File: config.mk
export PLATFORM = sky130hd
export DESIGN_NAME = fifo_wptr_full
export DESIGN_NICKNAME = d
export VERILOG_FILES = /design/src/rtl/fifo_pkg.sv /design/src/rtl/fifo_wptr_full_sync_2ff.sv /design/src/rtl/fifo_wptr_full.sv
export SDC_FILE = /design/constraint.sdc
export NUM_CORES = 1
export LEC_CHECK = 0
export CAP_MARGIN = 20
export CORE_ASPECT_RATIO = 0.9
export CORE_MARGIN = 5
export CORE_UTILIZATION = 37
export DETAILED_ROUTE_END_ITERATION = 12
export PLACE_DENSITY_LB_ADDON = 0.3
export SLEW_MARGIN = 40
export SYNTH_ARGS = -nofsm -noshare
export SYNTH_HDL_FRONTEND = slang
export SYNTH_SLANG_ARGS = --single-unit
File: constraint.sdc
create_clock -name wclk -period 3.7 [get_ports wclk]
set_input_delay 0.37 -clock wclk [delete_from_list [all_inputs] [get_ports wclk]]
set_output_delay 0.37 -clock wclk [all_outputs]
set_load 0.05 [all_outputs]
File: src/rtl/fifo_pkg.sv
// -----------------------------------------------------------------------------
// fifo_pkg
// Shared helpers for the write-side and read-side controllers of the
// dual-clock FIFO.
//   depth_of  : number of memory slots for a given address width
//   bin2gray  : binary to reflected Gray code
//   gray2bin  : Gray to binary, XOR prefix running down from the MSB
// The converters work on a 32-bit container. Callers zero-extend narrower
// pointers; zero upper bits leave both conversions exact for the low bits.
// -----------------------------------------------------------------------------
package fifo_pkg;

   localparam int PTR_MAX_W = 32;

   function automatic int depth_of(input int asize);
      return 1 << asize;
   endfunction

   function automatic logic [PTR_MAX_W-1:0] bin2gray(input logic [PTR_MAX_W-1:0] b);
      return b ^ (b >> 1);
   endfunction

   function automatic logic [PTR_MAX_W-1:0] gray2bin(input logic [PTR_MAX_W-1:0] g);
      logic [PTR_MAX_W-1:0] b;
      b[PTR_MAX_W-1] = g[PTR_MAX_W-1];
      for (int i = PTR_MAX_W-2; i >= 0; i--) begin
         b[i] = b[i+1] ^ g[i];
      end
      return b;
   endfunction

endpackage

File: src/rtl/fifo_wptr_full_sync_2ff.sv
// -----------------------------------------------------------------------------
// sync_2ff
// Two-flop synchroniser for a multi-bit Gray-coded bus. Only one bit of the
// bus changes per source update, so each bit can be synchronised on its own.
// Ports:
//   i_clk    destination clock
//   i_rst_n  asynchronous active-low reset, both stages clear to 0
//   i_d      bus from the foreign clock domain
//   o_q      bus after two destination-clock flops
// -----------------------------------------------------------------------------
module sync_2ff #(
   parameter int WIDTH = 5
) (
   input  logic             i_clk,
   input  logic             i_rst_n,
   input  logic [WIDTH-1:0] i_d,
   output logic [WIDTH-1:0] o_q
);

   logic [WIDTH-1:0] r_q1;
   logic [WIDTH-1:0] r_q2;

   always_ff @(posedge i_clk or negedge i_rst_n) begin
      if (!i_rst_n) begin
         r_q1 <= '0;
         r_q2 <= '0;
      end else begin
         r_q1 <= i_d;
         r_q2 <= r_q1;
      end
   end

   assign o_q = r_q2;

endmodule

File: src/rtl/fifo_wptr_full.sv
// -----------------------------------------------------------------------------
// fifo_wptr_full
// Write-side controller of the dual-clock FIFO. Owns the binary/Gray write
// pointer, synchronises the read-side Gray pointer into wclk and produces the
// registered full, almost-full and free-slot outputs.
// Ports:
//   wclk          write clock
//   wrst_n        asynchronous active-low reset (deassert synchronously)
//   winc          write request from the producer
//   rptr_gray     Gray read pointer from the read domain (asynchronous)
//   waddr         memory write address (low ASIZE bits of the binary pointer)
//   wclk_en       memory write enable, winc & ~wfull
//   wptr_gray     registered Gray write pointer, to the read domain
//   wfull         registered full flag
//   walmost_full  registered, set when free slots <= AF_LEVEL
//   wfree_cnt     registered free slot count, 0..DEPTH
//   woverflow     sticky write-while-full flag, present only when the
//                 macro WPTR_OVERFLOW_FLAG_EN is defined
// -----------------------------------------------------------------------------
module fifo_wptr_full
   import fifo_pkg::*;
#(
   parameter int DSIZE    = 6,
   parameter int ASIZE    = 4,
   parameter int AF_LEVEL = 2
) (
   input  logic             wclk,
   input  logic             wrst_n,
   input  logic             winc,
   input  logic [ASIZE:0]   rptr_gray,
   output logic [ASIZE-1:0] waddr,
   output logic             wclk_en,
   output logic [ASIZE:0]   wptr_gray,
   output logic             wfull,
   output logic             walmost_full,
   output logic [ASIZE:0]   wfree_cnt
`ifdef WPTR_OVERFLOW_FLAG_EN
   ,
   output logic             woverflow
`endif
);

   localparam int             DEPTH   = depth_of(ASIZE);
   localparam logic [ASIZE:0] DEPTH_W = (ASIZE+1)'(DEPTH);
   localparam logic [ASIZE:0] AF_W    = (ASIZE+1)'(AF_LEVEL);

   // DSIZE only documents the width of the memory this block addresses.
   if (ASIZE < 2 || AF_LEVEL <= 0 || AF_LEVEL >= DEPTH || DSIZE < 1) begin : g_bad_param
      $error("fifo_wptr_full: illegal parameter set");
   end

   logic [ASIZE:0] r_wbin;
   logic [ASIZE:0] r_wgray;
   logic           r_wfull;
   logic           r_walmost_full;
   logic [ASIZE:0] r_wfree_cnt;

   logic [ASIZE:0] w_rq2;
   logic           w_accept;
   logic [ASIZE:0] w_wbin_next;
   logic [ASIZE:0] w_wgray_next;
   logic [ASIZE:0] w_full_gray;
   logic           w_wfull_next;
   logic [ASIZE:0] w_rbin;
   logic [ASIZE:0] w_used_next;
   logic [ASIZE:0] w_free_next;
   logic           w_af_next;

   sync_2ff #(
      .WIDTH(ASIZE+1)
   ) u_rptr_sync (
      .i_clk   (wclk),
      .i_rst_n (wrst_n),
      .i_d     (rptr_gray),
      .o_q     (w_rq2)
   );

   // Producer handshake: winc acts as valid and ~wfull as ready. A write is
   // taken on every wclk edge where both hold; winc while full is dropped and
   // the producer must not expect it to be retried.
   assign w_accept     = winc & ~r_wfull;
   assign w_wbin_next  = r_wbin + {{ASIZE{1'b0}}, w_accept};
   assign w_wgray_next = (ASIZE+1)'(bin2gray(32'(w_wbin_next)));

   // Full when the write pointer is exactly one lap ahead of the read pointer:
   // in Gray code that is the read pointer with its two MSBs inverted.
   assign w_full_gray  = {~w_rq2[ASIZE:ASIZE-1], w_rq2[ASIZE-2:0]};
   assign w_wfull_next = (w_wgray_next == w_full_gray);

   // Occupancy uses the synchronised (stale) read pointer, so the free count
   // can only under-report, never over-report.
   assign w_rbin      = (ASIZE+1)'(gray2bin(32'(w_rq2)));
   assign w_used_next = w_wbin_next - w_rbin;
   assign w_free_next = DEPTH_W - w_used_next;
   assign w_af_next   = (w_free_next <= AF_W);

   always_ff @(posedge wclk or negedge wrst_n) begin
      if (!wrst_n) begin
         r_wbin         <= '0;
         r_wgray        <= '0;
         r_wfull        <= 1'b0;
         r_walmost_full <= 1'b0;
         r_wfree_cnt    <= DEPTH_W;
      end else begin
         r_wbin         <= w_wbin_next;
         r_wgray        <= w_wgray_next;
         r_wfull        <= w_wfull_next;
         r_walmost_full <= w_af_next;
         r_wfree_cnt    <= w_free_next;
      end
   end

`ifdef WPTR_OVERFLOW_FLAG_EN
   logic r_woverflow;

   always_ff @(posedge wclk or negedge wrst_n) begin
      if (!wrst_n) begin
         r_woverflow <= 1'b0;
      end else if (winc && r_wfull) begin
         r_woverflow <= 1'b1;
      end
   end

   assign woverflow = r_woverflow;
`endif

   assign waddr        = r_wbin[ASIZE-1:0];
   assign wclk_en      = w_accept;
   assign wptr_gray    = r_wgray;
   assign wfull        = r_wfull;
   assign walmost_full = r_walmost_full;
   assign wfree_cnt    = r_wfree_cnt;

endmodule

* Yosys cells after proc, flatten, opt, wreduce, memory -nomap -nowiden
Cells that the tools add are included.
** Operators by class
- Equality and inequality tests :: 1
- Bitwise operators :: 8
- Order comparisons :: 1
- Add/subtract/negate cells :: 3
** Operators with widths (number)
- 5-bit by 1-bit adder with 5-bit output :: 1
- 5-bit == test :: 1
- 5-bit by 2-bit <= comparator with 1-bit output, second input constant :: 1
- 5-bit subtractor :: 1
- 5-bit subtractor, first input constant :: 1
- 5-bit by 4-bit XOR with 5-bit output :: 1
- 1-bit XOR :: 4
- 2-bit NOT :: 1
- 1-bit bitwise AND :: 1
- 1-bit NOT :: 1
** Word-level totals
- Bits of input ports :: 8
- Word-level logic and storage cells :: 20
- Output and inout bits :: 17
- Flip-flop bits (word level) :: 27

* Depth between registers and ports, before layout
- Depth after elaboration :: 7
- Depth in mapped cells :: 12
- Depth with buffers taken out :: 11

* Hierarchy
From an unflattened synthesis, not the netlist that was laid out.
** Second synthesis, totals
- Cell total of the unflattened synthesis :: 113
- Area total of the unflattened synthesis :: 1355.0 um2
** By module, submodules not included
- fifo_wptr_full :: times used 1, cells each 103, area an instance 1104.8 um2, sequential area each 401.6 um2
- sync_2ff :: times used 1, cells each 10, area an instance 250.2 um2, sequential area each 250.2 um2

* Worst setup path after synthesis
OpenSTA, ideal clock, no wires.
- Path kind :: register to register
- From :: register r_wfull, in the netlist wfull
- To :: register r_walmost_full, in the netlist walmost_full
- Buffers on the path :: 1
- Data required time :: 3589 ps
- Arrival time :: 3480 ps
- Clock period less this slack :: 3592 ps
- Path slack :: 108 ps
- Setup time :: 111 ps
- Cell stages (with the launch flop) :: 13
- Cells stage by stage :: dfrtp_1 nor2b_1 ha_1 ha_1 buf_6 xor2_4 xnor2_1 inv_1 ha_1 a21o_1 a21oi_1 xnor2_1 a2111oi_2
** Between the ends
- Longest elaborated chain between the ends :: 6
** Ends and longest elaborated chain
- start: declaration :: line fifo_wptr_full.sv:54 : logic r_wfull;
- start signal: assignment :: line fifo_wptr_full.sv:107 : r_wfull <= w_wfull_next;
- 1-bit NOT :: line fifo_wptr_full.sv:81 : assign w_accept = winc & ~r_wfull;
- 1-bit bitwise AND :: line fifo_wptr_full.sv:81
- via wclk_en :: line fifo_wptr_full.sv:32 : output logic wclk_en,
- 5-bit by 1-bit adder with 5-bit output :: line fifo_wptr_full.sv:82 : assign w_wbin_next = r_wbin + {{ASIZE{1'b0}}, w_accept};
- via w_wbin_next[2] :: line fifo_wptr_full.sv:60 : logic [ASIZE:0] w_wbin_next;
- 5-bit subtractor :: line fifo_wptr_full.sv:93 : assign w_used_next = w_wbin_next - w_rbin;
- 5-bit subtractor :: line fifo_wptr_full.sv:94 : assign w_free_next = DEPTH_W - w_used_next;
- via w_free_next[4] :: line fifo_wptr_full.sv:66 : logic [ASIZE:0] w_free_next;
- 5-bit by 2-bit <= comparator with 1-bit output :: line fifo_wptr_full.sv:95 : assign w_af_next = (w_free_next <= AF_W);
- via w_af_next :: line fifo_wptr_full.sv:67 : logic w_af_next;
- end signal: assignment :: line fifo_wptr_full.sv:108 : r_walmost_full <= w_af_next;
- end: declaration :: line fifo_wptr_full.sv:55 : logic r_walmost_full;
The timed path passes the listed nets, and every way through them passes these cells.

* Worst setup path after layout
- From :: input port winc
- To :: register r_walmost_full, in the netlist walmost_full
** Between the ends
- Longest elaborated chain between the ends :: 5
** Ends and longest elaborated chain
- start: declaration :: line fifo_wptr_full.sv:29 : input logic winc,
- 1-bit bitwise AND :: line fifo_wptr_full.sv:81
- 5-bit by 1-bit adder with 5-bit output :: line fifo_wptr_full.sv:82
- via w_wbin_next[2] :: line fifo_wptr_full.sv:60
- 5-bit subtractor :: line fifo_wptr_full.sv:93
- 5-bit subtractor :: line fifo_wptr_full.sv:94
- via w_free_next[4] :: line fifo_wptr_full.sv:66
- 5-bit by 2-bit <= comparator with 1-bit output :: line fifo_wptr_full.sv:95
- via w_af_next :: line fifo_wptr_full.sv:67
The timed path passes the listed nets, and every way through them passes these cells.

==> impl_metrics.ini <==
[clocking]
cts_max_level = 1
clock_sinks = 26
cts_setup_buffers = 0
clk_pin_slew_ns = 0.09
cts_buffer_depth = 2
cts_tree = done
clock_latency_ns = 0.27
clock-root-buffer = clkbuf_8
cts_hold_buf = 0
cts-buffers-inserted = 3
cts_resized = 0

[final_layout]
antenna-diode-count = 0
fin_nets = 153
drive_gt1_frac = 0.0963
instances_no_fill = 179
layout_common_cells = dfrtp_1 (25), clkdlybuf4s50_1 (23), xnor2_1 (11)
mostFrequentLayoutCell = dfrtp_1
fin_area_um2 = 1650
area_delta_synth_final_pct = 25.0

[setup_path]
arrival_ns = 3.17
endpoint_kind = register
rr_worst_depth = 11
cp-start-kind = input pin
crit_start = winc
critical_path_class = input pin to register
crit_required_ns = 3.87
r2r-start = wfull
worst-path-max-fanout = 6

[yosys]
ys_seq_area_frac = 0.495
synth_cell_type_count = 37
synthesis.area_um2 = 1320
synth-seq-cells = 26
synth.net_count = 128
avgSynthCellArea_um2 = 11.9
netlist_instances = 111
yosys_warnings = 0

[timing]
rsz0062_at_grt = no
setup_violations = 0
skew_ns = 0.00250
final_max_slew_viol_count = 0
fin_crit_ns = 3.00
tightestPinTransition_ns = 0.563
maxSlewHeadroom = 0.624
clock.fmax_mhz = 333
tns_ns = 0
layout_setup_ws_ns = 0.697
post-route-period-util = 0.812
hold_viol_final = 0

[detailed_routing]
vias = 861
wl_um = 2240
dr.pass1.iters = 4
drt_iter0_drc = 38
via_per_inst = 4.81
drt-met1-wl_um = 1010
topRoutingLayerUsed = met4
dr_wl_met2_um = 1070
drc_errors = 0
wl_per_cell_um = 12.5
met3_length_um = 123
detail-route-antenna-nets = 0

[floorplan]
die_area_um2 = 4850
rows = 20
ios = 25
die_w_um = 72.9
core_area_um2 = 3400
die_h_um = 66.6
start_util = 0.387

[global_routing]
overflow = 0
grt_pass1_vias = 896
antenna_found_initial = 0
grt_usage = 0.108
grt_max_degree = 27
grt_pass1_wl_um = 4020

[placed_design]
gp_congestion = 0.858
dp_hpwl_um = 1730
placed_area_um2 = 1570
dpl.cell_count = 175
port_buffers = 24
dp_slack_ns = 0.397

[worst_hold_path]
hp-class = input pin to asynchronous set/reset pin

[flow_run]
drv_cap = 0

[outcome]
status = completed
## worst max-delay path: stages
cell and delay (ns):
clkdlybuf4s50_1 0.46, nor2b_1 0.17, ha_1 0.28, ha_1 0.31, xor2_4 0.26, xnor2_1 0.22
inv_1 0.08, ha_1 0.29, a21o_1 0.15, a21oi_1 0.16, xnor2_1 0.12, a2111oi_2 0.28
## final timing paths
kind	endpoint	slack, ns
worst min-delay path	r_wbin[2]	0.09
worst max-delay path	walmost_full	0.70
min in group wclk	u_rptr_sync.o_q[1]	0.35
max in group asynchronous	wfree_cnt[4]	3.24
worst max register to register	walmost_full	0.89
worst min register to register	u_rptr_sync.o_q[1]	0.35
## state kept, by name (all words and copies together) (netlist names)
register          count
wptr_gray             4
r_wbin                5
u_rptr_sync.o_q       5
walmost_full          1
wfree_cnt             5
wfull                 1
u_rptr_sync.r_q1      5
## final cells by class
| type | instances | area, um2 |
|---|---|---|
| Clock buffer | 3 | 41.3 |
| Clock inverter | 1 | 30.0 |
| Fill cell | 320 | 1760 |
| Inverter | 9 | 33.8 |
| Multi-Input combinational cell | 71 | 591 |
| Sequential cell | 26 | 652 |
| Tap cell | 44 | 55.1 |
| Timing Repair Buffer | 25 | 243 |
## synthesized netlist by cell type
cell type	count	area, um2
nor4_1	1	6.26
buf_2	2	10.0
a21o_1	1	7.51
nor3b_1	1	7.51
inv_1	9	33.8
dfstp_2	1	26.3
fa_1	1	20.0
nor2b_1	2	12.5
or2_2	1	6.26
a311oi_1	1	8.76
ha_1	8	100
a22o_1	1	8.76
nor3_1	1	5.00
nand3_1	1	5.00
a21oi_1	4	20.0
dfrtp_1	25	626
nand2b_1	2	12.5
a31oi_1	3	18.8
xor2_1	7	61.3
xor2_2	1	16.3
a2111oi_2	1	15.0
nor2_1	5	18.8
nand3_4	1	17.5
or3_1	1	6.26
buf_6	2	22.5
nand4_1	1	6.26
a211oi_1	2	15.0
and3_1	1	6.26
a21bo_2	1	10.0
nand2_1	4	15.0
o21ai_0	3	15.0
xnor2_1	11	96.3
xor2_4	1	27.5
o311a_1	1	10.0
buf_4	1	7.51
o22ai_1	1	6.26
nand4b_1	1	8.76
## per-layer routing
| layer | vias up | global-route usage |
|---|---|---|
| met5 | - | 0 |
| met4 | 0 | 0.0346 |
| met3 | 4 | 0.0332 |
| met2 | 19 | 0.179 |
| met1 | 419 | 0.133 |
| li1 | 419 | - |
## cells by family (layout without fill, tap and decap cells)
family | after synthesis | count (layout) | share of synthesized area
and+or+nand+nor | 23 | 23 | 0.102
AOI/OAI and AO/OA | 19 | 19 | 0.103
xor gates and xnor gates | 20 | 20 | 0.153
buffers and inverters | 14 | 38 | 0.0561
DFF | 26 | 26 | 0.495
adders and majority gates | 9 | 9 | 0.0913
## metrics by stage
| step | hold WS [ns] | util |
|---|---|---|
| 3_3_place_gp | 0.332 | 0.464 |
| 4_1_cts | 0.103 | 0.483 |
| 5_1_grt | 0.142 | 0.483 |
| 3_5_place_dp | 0.335 | 0.463 |
| 2_1_floorplan | 0.0744 | - |
| 6_report | 0.0859 | 0.483 |
Power is left out: the tool's default activity adds up to more than one toggle a clock period on the data nets, which glitch-free logic cannot reach.
==> edit: new RTL, same settings <==
Build with the macro `WPTR_OVERFLOW_FLAG_EN` defined.
--- a/src/rtl/fifo_wptr_full.sv
+++ b/src/rtl/fifo_wptr_full.sv
@@ -17,6 +17,8 @@
 //   woverflow     sticky write-while-full flag, present only when the
 //                 macro WPTR_OVERFLOW_FLAG_EN is defined
 // -----------------------------------------------------------------------------
+`define WPTR_OVERFLOW_FLAG_EN
+
 module fifo_wptr_full
    import fifo_pkg::*;
 #(
Function (old outputs only; new: woverflow): kept (equiv_simple and equiv_induct, registers matched by name and starting in step).
==> edit against the original RTL <==
Non-clock buffer count increased by 2. Routed wire length rose by 1.9%. Synthesized area up 2.5%. Sequential cell count increased by 1. Fmax shrank 0.84%. Die area grew 2.1%. Cell area increased by 2.0%. Setup slack worse by 26 ps. Count of clock-buffer cells in the layout did not move. Via count grew 0.81%.
Power is not shown: default switching activity piles up to over one toggle a cycle in this logic, so the estimate is an artifact.
==> edit: results (changes against the original RTL) <==
Outcome
  – Status: finished, final reports clean

Yosys
  – Synth area leaders: dfrtp_1, ha_1, xnor2_1
  – List of most frequent post-synthesis cells: dfrtp_1, xnor2_1, inv_1, ha_1, xor2_1
  – Post-Synthesis Net Count: 130 (+1.6%)
  – Sequential share of the synthesized area: 50.2% (+0.66 points)
  – Xor/xnor cell area share of the yosys netlist: 14.9% (-0.37 points)

Cells and area
  – Filler instances: 314 (-1.9%)
  – # nets final: 157 (+2.6%)
  – Non-Filler Instances: 183 (+2.2%)

Placed design
  – Inst Count DP: 179 (+2.3%)
  – Pre-CTS WS: 376 ps (-21.2 ps)
  – Post-DP HPWL: 1830 um (+6.3%)
  – Placer Congestion: 0.806 (-6.0%)
  – I/O Buffers: 25 (+4.2%)

STA
  – Max_slew headroom: 66.2% (+3.8 points)

GRT
  – Vias in the first global route: 889 (-0.78%)
  – GR Util met1: 14.1% (+0.78 points)
  – GRT Resource Usage Total: 10.6% (-0.21 points)
  – GR Util met3: 3.57% (+0.25 points)
  – Largest net degree at the start of global routing: 28 (+3.7%)
  – First-pass GRT wire length: 4030 um (+0.17%)
  – Met2 usage: 16.4% (-1.5 points)

Route
  – Routed len/inst: 12.4 um (-0.35%)
  – Met2 routed WL: 1050 um (-2.1%)
  – Iteration-0 DRC Markers: 23 (-39%)
  – Met3 wire len: 163 um (+33%)
  – Vias: 868 (+0.81%)

Setup path
  – Worst path arrival time: 3200 ps (+30 ps)
  – Highest cell delay on the worst timing path: 490 ps (+30 ps)

Worst hold path
  – Worst Hold Class: flip-flop to flip-flop
[edit: worst min-delay path by stage]
stage	from	end	slack, ps	cells after the start
3_5_place_dp	u_rptr_sync.r_q1[0]	u_rptr_sync.o_q[0]	340	0
4_1_cts	u_rptr_sync.r_q1[3]	u_rptr_sync.o_q[3]	360	0
5_1_grt	u_rptr_sync.r_q1[0]	u_rptr_sync.o_q[0]	370	0
2_1_floorplan	wrst_n	r_wbin[0]	70	0
6_report	u_rptr_sync.r_q1[3]	u_rptr_sync.o_q[3]	360	0
3_3_place_gp	u_rptr_sync.r_q1[2]	u_rptr_sync.o_q[2]	330	0
[edit: layout make-up]
class	instances	area [sq um]	area share, %
Inverter	9	33.8	2.01
Timing Repair Buffer	27	265	15.8
Clock inverter	1	7.51	0.447
Sequential cell	27	677	40.3
Clock buffer	3	41.3	2.46
Tap cell	44	55.1	3.28
Multi-Input combinational cell	72	598	35.6
